<file path="src/rtl/spi_pkg.sv">
// Shared types and constants for the SPI memory responder and its storage array.
package spi_pkg;

    localparam int ADDR_W = 8;
    localparam int DATA_W = 8;

    // Counter value marking the last bit of an 8-bit field
    localparam logic [2:0] CNT_LAST = 3'd7;

    localparam logic OP_WRITE = 1'b1;
    localparam logic OP_READ  = 1'b0;

    typedef enum logic [2:0] {
        ST_IDLE  = 3'd0,
        ST_ADDR  = 3'd1,
        ST_WDATA = 3'd2,
        ST_WRITE = 3'd3,
        ST_RLOAD = 3'd4,
        ST_SEND  = 3'd5,
        ST_DONE  = 3'd6
    } state_e;

    // Index width needed to address 'depth' words (at least one bit)
    function automatic int idx_width(input int depth);
        return (depth > 1) ? $clog2(depth) : 1;
    endfunction

endpackage

</file>
<file path="src/rtl/spi_mem_array.sv">
// Storage for the responder: one write port, combinational read port.
// Address range checking is the responder's job; this array is 2**AW words.
module spi_mem_array
    import spi_pkg::*;
#(
    parameter int                AW      = 5,
    parameter logic [DATA_W-1:0] RST_VAL = 8'h00
) (
    input  logic              clk,
    input  logic              rst,
    input  logic              we,
    input  logic [AW-1:0]     waddr,
    input  logic [DATA_W-1:0] wdata,
    input  logic [AW-1:0]     raddr,
    output logic [DATA_W-1:0] rdata
);

    localparam int NWORDS = 2 ** AW;

    logic [DATA_W-1:0] mem_q [NWORDS];

    // Storage words: reset to RST_VAL, written one word per cycle when we is set
    always_ff @(posedge clk or negedge rst) begin
        if (!rst) begin
            for (int i = 0; i < NWORDS; i++) begin
                mem_q[i] <= RST_VAL;
            end
        end else if (we) begin
            mem_q[waddr] <= wdata;
        end
    end

    assign rdata = mem_q[raddr];

endmodule

</file>
<file path="src/rtl/spi_mem_responder.sv">
// SPI-link memory target: decodes op/address frames on the system clock,
// stores write payloads and returns read data LSB first on miso.
module spi_mem_responder
    import spi_pkg::*;
#(
    parameter int                DEPTH   = 32,
    parameter logic [DATA_W-1:0] RST_VAL = 8'h00
) (
    input  logic clk,
    input  logic rst,
    input  logic cs,
    input  logic mosi,
    output logic miso,
    output logic ready,
    output logic op_done,
    output logic addr_err
);

    localparam int         AW      = idx_width(DEPTH);
    // Full 8-bit address compared against DEPTH with one extra bit so 256 fits
    localparam logic [8:0] DEPTH_9 = 9'(DEPTH);

    state_e state_q, state_d;

    logic [2:0]        cnt_q, cnt_d;
    logic              op_q, op_d;
    logic [ADDR_W-1:0] addr_q, addr_d;
    logic [DATA_W-1:0] sreg_q, sreg_d;
    logic              err_q, err_d;
    logic              miso_q, miso_d;
    logic              ready_q, ready_d;
    logic              op_done_q, op_done_d;
    logic              addr_err_q, addr_err_d;

    logic              mem_we_s;
    logic [DATA_W-1:0] mem_rdata_s;
    logic              addr_ok_s;

    assign addr_ok_s = ({1'b0, addr_q} < DEPTH_9);

    spi_mem_array #(
        .AW      (AW),
        .RST_VAL (RST_VAL)
    ) u_mem (
        .clk   (clk),
        .rst   (rst),
        .we    (mem_we_s),
        .waddr (addr_q[AW-1:0]),
        .wdata (sreg_q),
        .raddr (addr_q[AW-1:0]),
        .rdata (mem_rdata_s)
    );

    // FSM state register
    always_ff @(posedge clk or negedge rst) begin
        if (!rst) begin
            state_q <= ST_IDLE;
        end else begin
            state_q <= state_d;
        end
    end

    // Next-state decode; cs aborts only the shifting states
    always_comb begin
        state_d = state_q;
        case (state_q)
            ST_IDLE: begin
                if (!cs) state_d = ST_ADDR;
                else     state_d = ST_IDLE;
            end
            ST_ADDR: begin
                if (cs)                     state_d = ST_IDLE;
                else if (cnt_q == CNT_LAST) state_d = (op_q == OP_WRITE) ? ST_WDATA : ST_RLOAD;
                else                        state_d = ST_ADDR;
            end
            ST_WDATA: begin
                if (cs)                     state_d = ST_IDLE;
                else if (cnt_q == CNT_LAST) state_d = ST_WRITE;
                else                        state_d = ST_WDATA;
            end
            ST_WRITE: state_d = ST_DONE;
            ST_RLOAD: state_d = ST_SEND;
            ST_SEND: begin
                if (cs)                     state_d = ST_IDLE;
                else if (cnt_q == CNT_LAST) state_d = ST_DONE;
                else                        state_d = ST_SEND;
            end
            ST_DONE: state_d = ST_IDLE;
            default: state_d = ST_IDLE;
        endcase
    end

    // Datapath and registered-output next values per state
    always_comb begin
        cnt_d      = cnt_q;
        op_d       = op_q;
        addr_d     = addr_q;
        sreg_d     = sreg_q;
        err_d      = err_q;
        miso_d     = 1'b0;
        ready_d    = 1'b0;
        op_done_d  = 1'b0;
        addr_err_d = 1'b0;
        mem_we_s   = 1'b0;
        case (state_q)
            ST_IDLE: begin
                cnt_d = 3'd0;
                err_d = 1'b0;
                if (!cs) op_d = mosi;
                else     op_d = op_q;
            end
            ST_ADDR: begin
                if (cs) begin
                    cnt_d = 3'd0;
                end else begin
                    addr_d = {mosi, addr_q[ADDR_W-1:1]};
                    cnt_d  = cnt_q + 3'd1;
                end
            end
            ST_WDATA: begin
                if (cs) begin
                    cnt_d = 3'd0;
                end else begin
                    sreg_d = {mosi, sreg_q[DATA_W-1:1]};
                    cnt_d  = cnt_q + 3'd1;
                end
            end
            ST_WRITE: begin
                cnt_d = 3'd0;
                if (addr_ok_s) mem_we_s = 1'b1;
                else           err_d    = 1'b1;
            end
            ST_RLOAD: begin
                cnt_d   = 3'd0;
                ready_d = 1'b1;
                if (addr_ok_s) begin
                    sreg_d = mem_rdata_s;
                    err_d  = 1'b0;
                end else begin
                    sreg_d = 8'h00;
                    err_d  = 1'b1;
                end
            end
            ST_SEND: begin
                if (cs) begin
                    cnt_d = 3'd0;
                    err_d = 1'b0;
                end else begin
                    miso_d = sreg_q[0];
                    sreg_d = {1'b0, sreg_q[DATA_W-1:1]};
                    cnt_d  = cnt_q + 3'd1;
                end
            end
            ST_DONE: begin
                cnt_d      = 3'd0;
                op_done_d  = 1'b1;
                addr_err_d = err_q;
                err_d      = 1'b0;
            end
            default: begin
                cnt_d = 3'd0;
                err_d = 1'b0;
            end
        endcase
    end

    // Datapath and output registers
    always_ff @(posedge clk or negedge rst) begin
        if (!rst) begin
            cnt_q      <= 3'd0;
            op_q       <= OP_READ;
            addr_q     <= 8'h00;
            sreg_q     <= 8'h00;
            err_q      <= 1'b0;
            miso_q     <= 1'b0;
            ready_q    <= 1'b0;
            op_done_q  <= 1'b0;
            addr_err_q <= 1'b0;
        end else begin
            cnt_q      <= cnt_d;
            op_q       <= op_d;
            addr_q     <= addr_d;
            sreg_q     <= sreg_d;
            err_q      <= err_d;
            miso_q     <= miso_d;
            ready_q    <= ready_d;
            op_done_q  <= op_done_d;
            addr_err_q <= addr_err_d;
        end
    end

    assign miso     = miso_q;
    assign ready    = ready_q;
    assign op_done  = op_done_q;
    assign addr_err = addr_err_q;

endmodule
</file>
<file path="config.mk">
export PLATFORM = sky130hd
export DESIGN_NAME = spi_mem_responder
export DESIGN_NICKNAME = d
export VERILOG_FILES = /design/src/rtl/spi_pkg.sv /design/src/rtl/spi_mem_array.sv /design/src/rtl/spi_mem_responder.sv
export SDC_FILE = /design/constraint.sdc
export NUM_CORES = 1
export LEC_CHECK = 0
export ABC_AREA = 1
export CAP_MARGIN = 15
export CORE_MARGIN = 2
export CORE_UTILIZATION = 60
export CTS_BUF_LIST = sky130_fd_sc_hd__clkbuf_8
export CTS_CLUSTER_DIAMETER = 50
export DETAILED_ROUTE_END_ITERATION = 7
export PLACE_DENSITY = 0.76
export SLEW_MARGIN = 30
export SYNTH_ARGS = -nofsm -noshare
export SYNTH_HDL_FRONTEND = slang
export SYNTH_HIERARCHICAL = 1
export SYNTH_SLANG_ARGS = --single-unit
</file>
<file path="constraint.sdc">
create_clock -name clk -period 2.2 [get_ports clk]
set_input_delay 0.22 -clock clk [delete_from_list [all_inputs] [get_ports clk]]
set_output_delay 0.22 -clock clk [all_outputs]
set_load 0.1 [all_outputs]
</file>
# Word level (Yosys, flattened, before mapping)
# Cells that the tools add are included.
dict set report word_totals {
  latch_bits 0
  output_inout_bits 4
  ff_bits 284
  romBits 0
  memories 0
  word_cells 101
  input_bits 4
  ram_bits 0
}
dict set report classes {
  magnitude_cmp 3
  reduce_logical 9
  mul 0
  n_bitwise 3
  eq_ne 11
  n_addsub 1
  div_mod_pow 0
  n_mux 32
  shift 0
}
# op count
set ops {}
lappend ops {{bitwise mux 256 bit} 1}
lappend ops {{two-way mux 8 bit} 6}
lappend ops {{binary-select mux 8 bit (select 5 bit)} 1}
lappend ops {{demux 8 bit (select 5 bit)} 1}
lappend ops {{case mux 8 bit (3 select lines)} 1}
lappend ops {{two-way mux 3 bit} 6}
lappend ops {{case mux 3 bit (6 select lines)} 1}
lappend ops {{== test 3 bit, second input constant} 4}
lappend ops {{two-way mux 1 bit} 12}
lappend ops {{< comparator 8 x 6 -> 1 bit, second input constant} 1}
lappend ops {{inequality test 2 bit, second input constant} 4}
lappend ops {{== test 3 x 2 -> 1 bit, second input constant} 2}
lappend ops {{greater-or-equal comparator 6 bit, second input constant} 1}
lappend ops {{< comparator 6 x 1 -> 1 bit, second input constant} 1}
lappend ops {{inverter 5 -> 6 bit} 1}
lappend ops {{AND reduction 3 bit} 2}
lappend ops {{two-way mux 2 bit} 2}
lappend ops {{case mux 1 bit (4 select lines)} 1}
lappend ops {{AND reduction 2 bit} 2}
lappend ops {{adder 3 x 1 -> 3 bit, second input constant} 1}
lappend ops {{== test 3 x 1 -> 1 bit, second input constant} 1}
lappend ops {{logical NOT 3 bit} 1}
lappend ops {{nonzero test 3 bit} 1}
lappend ops {{OR reduction 3 bit} 1}
lappend ops {{3 further kinds} 4}

# Logic depth before layout (Yosys ltp)
# Gate-level depths: netlist of the first run.
dict set report depth {
  ltp_word 6
  mapped_depth 15
  mapped_depth_nobuf 13
}

# Modules after synthesis
# The synthesis of the first run kept the hierarchy.
# module area_per_inst_um2 n_inst seq_area_each_um2 cells_each
set by_module_without_submodules {}
lappend by_module_without_submodules {spi_mem_array 11711.2 1 6406.1 1492}
lappend by_module_without_submodules {spi_mem_responder 1332.5 1 700.7 163}

# Least setup slack after synthesis of the first run
# No wires, ideal clock.
dict set report synth_path {
  path_kind {reg2reg}
  from {register state_q[2]}
  to {register u_mem/mem_q[221] (netlist name)}
  n_path_buf 1
  setup_time_ns 0.135
  synth_period_minus_slack_ns 1.915
  slack_ns 0.285
  arrival_ns 1.781
  stages_incl_launch_ff 10
  required_time_ns 2.065
  path_cell_list {dfrtp_1 > inv_1 > nand3_1 > nor2_1 > inv_1 > nor3_2 > nand2_1 > clkbuf_1 > nand2_1 > o21ai_0}
}
dict set report synth_via {
  elab_chain_cells 2
}
# element line
set synth_rtl {}
lappend synth_rtl {{start, declared} spi_mem_responder.sv:23} ;# state_e state_q, state_d;
lappend synth_rtl {{start signal, assigned} spi_mem_responder.sv:59} ;# state_q <= state_d;
lappend synth_rtl {{== test 3 x 2 -> 1 bit} spi_mem_responder.sv:105} ;# case (state_q)
lappend synth_rtl {{two-way mux 1 bit} spi_mem_responder.sv:105}
lappend synth_rtl {{named net mem_we_s} spi_mem_responder.sv:35} ;# logic mem_we_s;
lappend synth_rtl {{end signal, assigned by index} spi_mem_array.sv:29} ;# mem_q[waddr] <= wdata;
lappend synth_rtl {{end, declared} spi_mem_array.sv:20} ;# logic [DATA_W-1:0] mem_q [NWORDS];
# The timed path passes the listed nets, and every way through them passes these cells.
# A chain may end at the register's enable or synchronous reset.

# Worst setup path in the final report of the first run
dict set report layout_path {
  from {register addr_q[3]}
  to {register u_mem/mem_q[226] (netlist name)}
}
dict set report layout_via {
  elab_chain_cells 6
  word_cells_on_any_way 10
  classes_between {order compare (3); mux (5); bitwise (1); reduce/logical (1)}
}
# element line
set layout_rtl {}
lappend layout_rtl {{start, declared} spi_mem_responder.sv:27} ;# logic [ADDR_W-1:0] addr_q, addr_d;
lappend layout_rtl {{start signal, assigned} spi_mem_responder.sv:182} ;# addr_q <= addr_d;
lappend layout_rtl {{inverter 5 -> 6 bit (implied by the code)} spi_mem_array.sv:29}
lappend layout_rtl {{greater-or-equal comparator 6 bit (implied by the code) / < comparator 6 x 1 -> 1 bit (equally long branches)} spi_mem_array.sv:29}
lappend layout_rtl {{logical AND 1 bit (implied by the code)} spi_mem_array.sv:29}
lappend layout_rtl {{two-way mux 8 bit (implied by the code)} spi_mem_array.sv:29}
lappend layout_rtl {{demux 8 bit (select 5 bit)} spi_mem_array.sv:29}
lappend layout_rtl {{bitwise mux 256 bit} spi_mem_array.sv:29}
# Several ways; a longest one is shown, not always the timed one.

==> results of run 1 <==
## timing repair
action	in CTS	in global routing
setup endpoints to repair	0	195
setup buffers	0	1
endpoints found under the hold margin	73	0
hold buffers	1	0
resized for setup	0	15
## how the worst max path moves through the flow
| stage | startpoint | cells after the start | endpoint |
|---|---|---|---|
| after floorplan | state_q[2] | 9 | u_mem/mem_q[221] |
| after global placement | addr_q[4] | 5 | u_mem/mem_q[116] |
| after detailed placement | addr_q[4] | 4 | u_mem/mem_q[113] |
| after CTS | addr_q[0] | 6 | u_mem/mem_q[247] |
| after global routing | addr_q[3] | 4 | u_mem/mem_q[170] |
| final | addr_q[3] | 3 | u_mem/mem_q[226] |
## worst max-delay path, cell delays in order, from the launching register on
cell                      delay (ns)
sky130_fd_sc_hd__dfrtp_1        0.56
sky130_fd_sc_hd__nor3_1         0.67
sky130_fd_sc_hd__nand2_1        0.48
sky130_fd_sc_hd__o21ai_0        0.33
## state kept, by name (all words and copies together), names as in the netlist
signal / cells
cnt_q: 3
err_q: 1
ready: 1
state_q: 3
op_q: 1
miso: 1
addr_err: 1
op_done: 1
sreg_q: 8
addr_q: 8
u_mem/mem_q: 256
## final cells by class
| type | count | area (um2) | share of cell area (%) |
|---|---|---|---|
| inverter | 39 | 148 | 1.02 |
| timing repair buffer | 55 | 578 | 3.98 |
| clock buffer | 62 | 853 | 5.88 |
| tap | 275 | 344 | 2.37 |
| multi-input combinational | 1222 | 5380 | 37.1 |
| sequential | 284 | 7110 | 49.0 |
| clock inverter | 23 | 97.6 | 0.672 |
## layout by cell type (no fill, tap or decap), drive strengths merged
master         instances
nand2                701
clkinv                 3
nand4                  3
a21oi                 20
nor2                  31
clkbuf                62
dfrtp                284
dlygate4sd3            1
nor4                   2
ha                     3
and2                   1
inv                   58
clkdlybuf4s50          2
buf                   52
o21ai                248
clkinvlp               1
nor3                  12
nand3                201
## per-layer routing
layer,GRT usage (%),share of wire [%]
met2,47.6,46
met4,10.5,2.7
met1,45.4,43
met5,0,0
met3,5.36,8.0
## power groups by stage
stage	Combinational (mW)	Clock, mW	Sequential [mW]
3_5_place_dp	3.31	0	5.49
6_report	3.39	4.59	5.40
5_1_grt	3.68	4.93	5.41
3_3_place_gp	3.29	0	5.49
4_1_cts	3.32	4.66	5.40
2_1_floorplan	2.08	0	5.47
## cells by family after synthesis
family                     Yosys count
adders and majority gates            3
DFF                                284
AOI/OAI and AO/OA                  268
and+or+nand+nor                    951
buffers and inverters              149
## per-stage QoR
stage               TNS [ns]  hold slack (ns)  worst slack, ns  cell area (um2)  power (mW)
finish                     0            0.187           0.0543            14500        13.4
global route           -5.43            0.224           -0.112            14500        14.0
CTS                        0            0.183           0.0568            14500        13.4
detailed placement         0            0.187           0.0911            13500        8.80
global placement           0            0.182            0.101            13500        8.78
floorplan                  0          -0.0756            0.285            13000        7.55
==> summary.md, run 1 <==
| Metric | Value |
|---|---|
| Post-route fraction of the period consumed by the critical path | `between 90% and 100%` |
| Total of buffers placed on input and output ports | `7` |
| Net count, final | `1656` |
| Setup repair after global routing missed its margin | `yes` |
| Hold violation count in the final report | `0` |
| Global-route wire length before repair | `approximately 56 mm` |
| Cell count after placement | `1873` |
| Part of the power in combinational logic | `25.3%` |
| Worst flop-to-flop path startpoint | `addr_q[3]` |
| Largest net degree at the start of global routing | `roughly 70` |
| Highest ir drop seen on vdd | `roughly 0.73 mV` |
| Reg-to-reg endpoint | `u_mem/mem_q[226]` |
| Worst min-delay path class | `primary input to async pin` |
| Count of antenna-violating nets left after detailed routing | `0` |
| Int Pwr | `8.75 mW` |
| Type of the worst setup path | `flip-flop to flip-flop` |
| Root Buffer Master | `sky130_fd_sc_hd__clkbuf_8` |
| Core area | `about 21000 um2` |
| Clock skew after layout | `between 0.03 and 0.04 ns` |
| Share of cells above drive strength 1 | `9.44%` |
| CTS H-Tree Depth | `2` |
| Sort of element at the end of the critical path | `flip-flop` |
| Area share of xor/xnor cells in the synthesized design | `0%` |
| Flop2flop setup slack | `approximately 0.054 ns` |
| Post-detailed-route DRC marker count | `0` |
| Post-Synthesis Mean Instance Area | `between 7 and 8 um2` |
| Number of register bits inferred by synthesis | `284` |
| Dominant combinational cell family by area after synthesis | `simple AND/OR/NAND/NOR gates` |
| Area added between synthesis and finish | `11.3%` |
| Arrival time reported for the critical path endpoint | `between 2 and 3 ns` |
| Most frequent cells after synthesis | `sky130_fd_sc_hd__nand2_1, sky130_fd_sc_hd__dfrtp_1, sky130_fd_sc_hd__o21ai_0` |
| Switching part of the total | `between 30 and 40%` |
| DP HPWL | `~21 mm` |
| Compound-gate portion of the synthesized area | `10.3%` |
| Top flip-flop cell by instance count after synthesis | `sky130_fd_sc_hd__dfrtp_1` |
| Clock latency at the later pin of the worst-skew pair | `slightly below 0.6 ns` |
| Most common cell in the synthesized netlist | `sky130_fd_sc_hd__nand2_1` |
| Final core occ | `~69%` |
| Die outline area | `~23000 um2` |
| Maximum buffer depth of the clock tree | `3` |
| Synthesis warning total | `6` |
| Total number of placement rows | `53` |
| Initial antenna violation count | `0` |
| Final std cells w/o fill | `1960` |
| Vias in the first global route | `~11k` |
| TritonCTS clock tree | `built` |
| Clock network fraction of design power | `about a third` |
| Detailed-route via count | `~11k` |
| Share of synthesized cell area in and, or, nand and nor gates | `between 30% and 40%` |
| Tightest Pin Transition | `approximately 0.71 ns` |
| Fraction of the mapped netlist area in adder cells | `0.288%` |
| Kind of start point of the critical path | `flip-flop` |
| Crit path max fanout | `16` |
| Cell types occupying the most area after synthesis | `sky130_fd_sc_hd__dfrtp_1, sky130_fd_sc_hd__nand2_1, sky130_fd_sc_hd__o21ai_0` |
| Mux share of post-synthesis cell area | `0%` |
| FFs w/ async S/R, synth | `between 90% and 100%` |
| Detailed Route WL | `roughly 34 mm` |
| Antenna cells | `0` |
| Cell Pwr Density | `between 900 and 1000 nW/um2` |
| Count of unique library cells instantiated by Yosys | `27` |
| Sequential cell area fraction in the yosys report | `a little over half` |
| Worst Reg2Reg Path Length in Cells | `3` |
| TritonCTS Buffers | `47` |
| Final Max Tran Viols | `0` |
| Req. time, crit path | `about 2.7 ns` |
| Wire length per cell after detailed routing | `17.3 um` |
| GPL Wtd Cong | `between 0.9 and 1` |
| P_sw | `4.63 mW` |
| Share of power burned in registers | `40.4%` |
| Number of primary I/O pins | `8` |
| Die Wd | `roughly 150 um` |
| Starting Density | `61.7%` |
| Die Ht | `151 um` |
| Post-Synthesis Cell Area | `~13000 um2` |
| Final setup vio count | `0` |
| Synth area leader | `sky130_fd_sc_hd__dfrtp_1` |
| Clock Pin Slew Worst Setup and Hold Paths | `~0.06 ns` |
| Overall routing resource usage | `31.1%` |
| Leakage dissipation | `approximately 6.8 nW` |
| Number of fillers in the final layout | `around 1.8k` |
| Grt total ovfl | `0` |
| Number of enable-type register cells in the synthesized netlist | `0` |
| Highest clock rate | `roughly 0.47 GHz` |
| Number of vias per cell | `approximately 5.7` |
| Final critical delay including setup and external delays | `approximately 2.1 ns` |
| Max transition margin | `between 50% and 60%` |
| DRC marker count from the first detailed-route iteration | `a little under 1k` |
| Share of the synthesized area in the top cell type | `between 50% and 60%` |
| Net count after synthesis | `between 1.5k and 2k` |
| Status | `completed` |
| First-pass iteration count of the detailed router | `5` |
| Syn Inst Count | `approximately 1.7k` |
| Max-Cap Viols | `0` |
| Clk sink count | `about 280` |
(Power assumes the default switching activity.)
==> inputs of run 2 (changes only) <==
CAP_MARGIN = 20   (was 15)
==> results of run 2 <==
No change in the layout: final DEF, timing and power equal those of run 1.
==> inputs of run 3 (changes only) <==
--- a/config.mk
+++ b/config.mk
@@ -14,4 +14,5 @@
 export DETAILED_ROUTE_END_ITERATION = 7
 export PLACE_DENSITY = 0.76
+export RECOVER_POWER = 25
 export SLEW_MARGIN = 30
 export SYNTH_ARGS = -nofsm -noshare
==> constraint.sdc (replaced) <==
create_clock -name clk -period 2.2 [get_ports clk]
set_input_delay 0.55 -clock clk [delete_from_list [all_inputs] [get_ports clk]]
set_output_delay 0.55 -clock clk [all_outputs]
set_load 0.1 [all_outputs]
==> run 3 against run 2 <==
  * Sequential share of layout area fell by 0.16 points
  * Clock-buffer cell count is 2 higher
  * First-iteration DRC count is 1.4% lower
  * Via count about the same
  * Clock power rose by 4.6%
  * Combinational power hardly changed
  * Die area unchanged
  * Clock skew down 0.011 ns
  * Maximum frequency down 1.6%
  * Sequential power about the same
==> summary.md, run 3 (synthesis gave the netlist of run 1 again) <==
| Metric | Value |
|---|---|
| Status | `completed` |
| Maximum buffer depth of the clock tree | `3` |
| Clock Pin Slew Worst Setup and Hold Paths | `~0.07 ns` |
| Max FFs per register | `about 260` |
| Worst flop-to-flop path startpoint | `addr_q[3]` |
| Leakage dissipation | `6.77 nW` |
| Worst min-delay path class | `flip-flop to flip-flop` |
| CTS H-Tree Depth | `2` |
| Hold path startpoint | `cnt_q[0]` |
| Req. time, crit path | `~2.6 ns` |
| Kind of start point of the critical path | `flip-flop` |
| Reg-to-reg endpoint | `u_mem/mem_q[107]` |
| GPL Wtd Cong | `0.901` |
| Setup repair after global routing missed its margin | `yes` |
| Footprint of the multi-input gates | `5400 um2` |
| Number of fillers in the final layout | `~1.7k` |
| Clock latency at the later pin of the worst-skew pair | `roughly 0.56 ns` |
| Final critical delay including setup and external delays | `approximately 2.2 ns` |
| Sum of negative setup slack | `0 ns` |
| Crit path max fanout | `16` |
| Die outline area | `between 20000 and 25000 um2` |
| Largest net degree at the start of global routing | `72` |
| Sort of element at the end of the critical path | `flip-flop` |
| Wire length per cell after detailed routing | `around 18 um` |
| Final Max Tran Viols | `0` |
| Vias in the first global route | `about 11k` |
| Post-route fraction of the period consumed by the critical path | `between 90 and 100%` |
| Net count, final | `1661` |
| DRC marker count from the first detailed-route iteration | `956` |
| End of the worst hold path | `cnt_q[0]` |
| Cell Pwr Density | `slightly above 900 nW/um2` |
| Detailed-route via count | `between 10k and 15k` |
| Root Buffer Master | `sky130_fd_sc_hd__clkbuf_8` |
| Core area | `roughly 21000 um2` |
| Die Ht | `roughly 150 um` |
| Share of cells above drive strength 1 | `10.5%` |
| Highest clock rate | `0.458 GHz` |
| Overall routing resource usage | `a little under a third` |
| Starting Density | `61.7%` |
| TritonCTS clock tree | `built` |
| TritonCTS Buffers | `47` |
| Count of antenna-violating nets left after detailed routing | `0` |
| Highest ir drop seen on vdd | `~0.79 mV` |
| Grt total ovfl | `0` |
| Arrival time reported for the critical path endpoint | `2.59 ns` |
| Most frequent cells in the layout | `sky130_fd_sc_hd__nand2_1, sky130_fd_sc_hd__dfrtp_1, sky130_fd_sc_hd__o21ai_0, sky130_fd_sc_hd__nand3_1, sky130_fd_sc_hd__clkbuf_8` |
| Hold violation count in the final report | `0` |
| Total number of placement rows | `53` |
| Clk sink count | `between 200 and 300` |
| Max transition margin | `between 10% and 20%` |
| Hold path cells | `1` |
| Final core occ | `approximately 70%` |
| Detailed Route WL | `about 34 mm` |
| Registers with the most flip-flops | `u_mem/mem_q x256, addr_q x8, sreg_q x8` |
| Total of buffers placed on input and output ports | `7` |
| Final setup vio count | `0` |
| First-pass iteration count of the detailed router | `5` |
| Number of vias per cell | `5.73` |
| Die Wd | `between 150 and 200 um` |
| Tightest Pin Transition | `between 1 and 1.5 ns` |
| Type of the worst setup path | `flip-flop to flip-flop` |
| Area added between synthesis and finish | `11.6%` |
| Most common library cell in the layout ignoring fill and taps | `sky130_fd_sc_hd__nand2_1` |
| Post-detailed-route DRC marker count | `0` |
| Area used by sequential logic in the layout | `7110 um2` |
| Register bank with the most flops | `u_mem/mem_q` |
| DP HPWL | `~21 mm` |
| Number of primary I/O pins | `8` |
| Initial antenna violation count | `0` |
| Clock skew after layout | `approximately 0.021 ns` |
| Global-route wire length before repair | `~57 mm` |
| Max-Cap Viols | `0` |
| Flop2flop setup slack | `0.02 ns` |
| Worst Reg2Reg Path Length in Cells | `4` |
| Antenna cells | `0` |
## run 3: worst max-delay path by stage
stage	start	endpoint	slack [ns]	depth (start not counted)
global placement	addr_q[0]	u_mem/mem_q[182]	0.18	7
detailed placement	addr_q[5]	u_mem/mem_q[1]	0.13	7
CTS	addr_q[5]	u_mem/mem_q[143]	0.06	9
finish	addr_q[3]	u_mem/mem_q[107]	0.02	4
global route	addr_q[3]	u_mem/mem_q[177]	-0.12	5
floorplan	state_q[2]	u_mem/mem_q[221]	0.28	9
## run 3: power breakdown
group	switching, mW	internal, mW	total (mW)	leakage [nW]
logic	2.46	0.930	3.39	2.27
registers	0.0938	5.29	5.39	3.95
clock network	2.09	2.70	4.80	0.551
## run 3: through the flow
stage	hold WS, ns	cells	worst slack (ns)	cell area, um2	total power [mW]
3_3_place_gp	0.423	1877	0.185	13500	8.76
4_1_cts	0.439	1960	0.0607	14500	13.6
3_5_place_dp	0.431	1877	0.132	13500	8.79
2_1_floorplan	0.254	1655	0.285	13000	7.55
5_1_grt	0.459	1962	-0.118	14600	14.2
6_report	0.435	1962	0.0184	14600	13.6
## run 3: final cells by class
type | count | share of cell area [%]
Sequential cell | 284 | 48.8
Multi-Input combinational cell | 1222 | 37.1
Clock buffer | 64 | 6.05
Timing Repair Buffer | 60 | 3.90
Tap cell | 275 | 2.36
Inverter | 39 | 1.01
Clock inverter | 18 | 0.756
## run 3: critical path: stages, from the launching register on
cell and delay [ns]:
sky130_fd_sc_hd__dfrtp_1 0.55, sky130_fd_sc_hd__nor3_1 0.70, sky130_fd_sc_hd__nand2_1 0.50, sky130_fd_sc_hd__nand2_1 0.18, sky130_fd_sc_hd__o21ai_0 0.10
## run 3: what timing repair did
| action | CTS | global route |
|---|---|---|
| endpoints found under the hold margin | 37 | 0 |
| buffers inserted | 0 | 2 |
| endpoints found under the setup margin | 0 | 178 |
| gates resized for setup | 0 | 22 |
| hold buffers | 1 | 0 |
## run 3: metal layers
metal	vias up	global-route usage [%]	wire, um
met4	0	12.7	1120
met1	5370	43.5	14900
met5	-	0	0
met2	417	50.4	16100
met3	94	4.67	2310
li1	5370	-	-
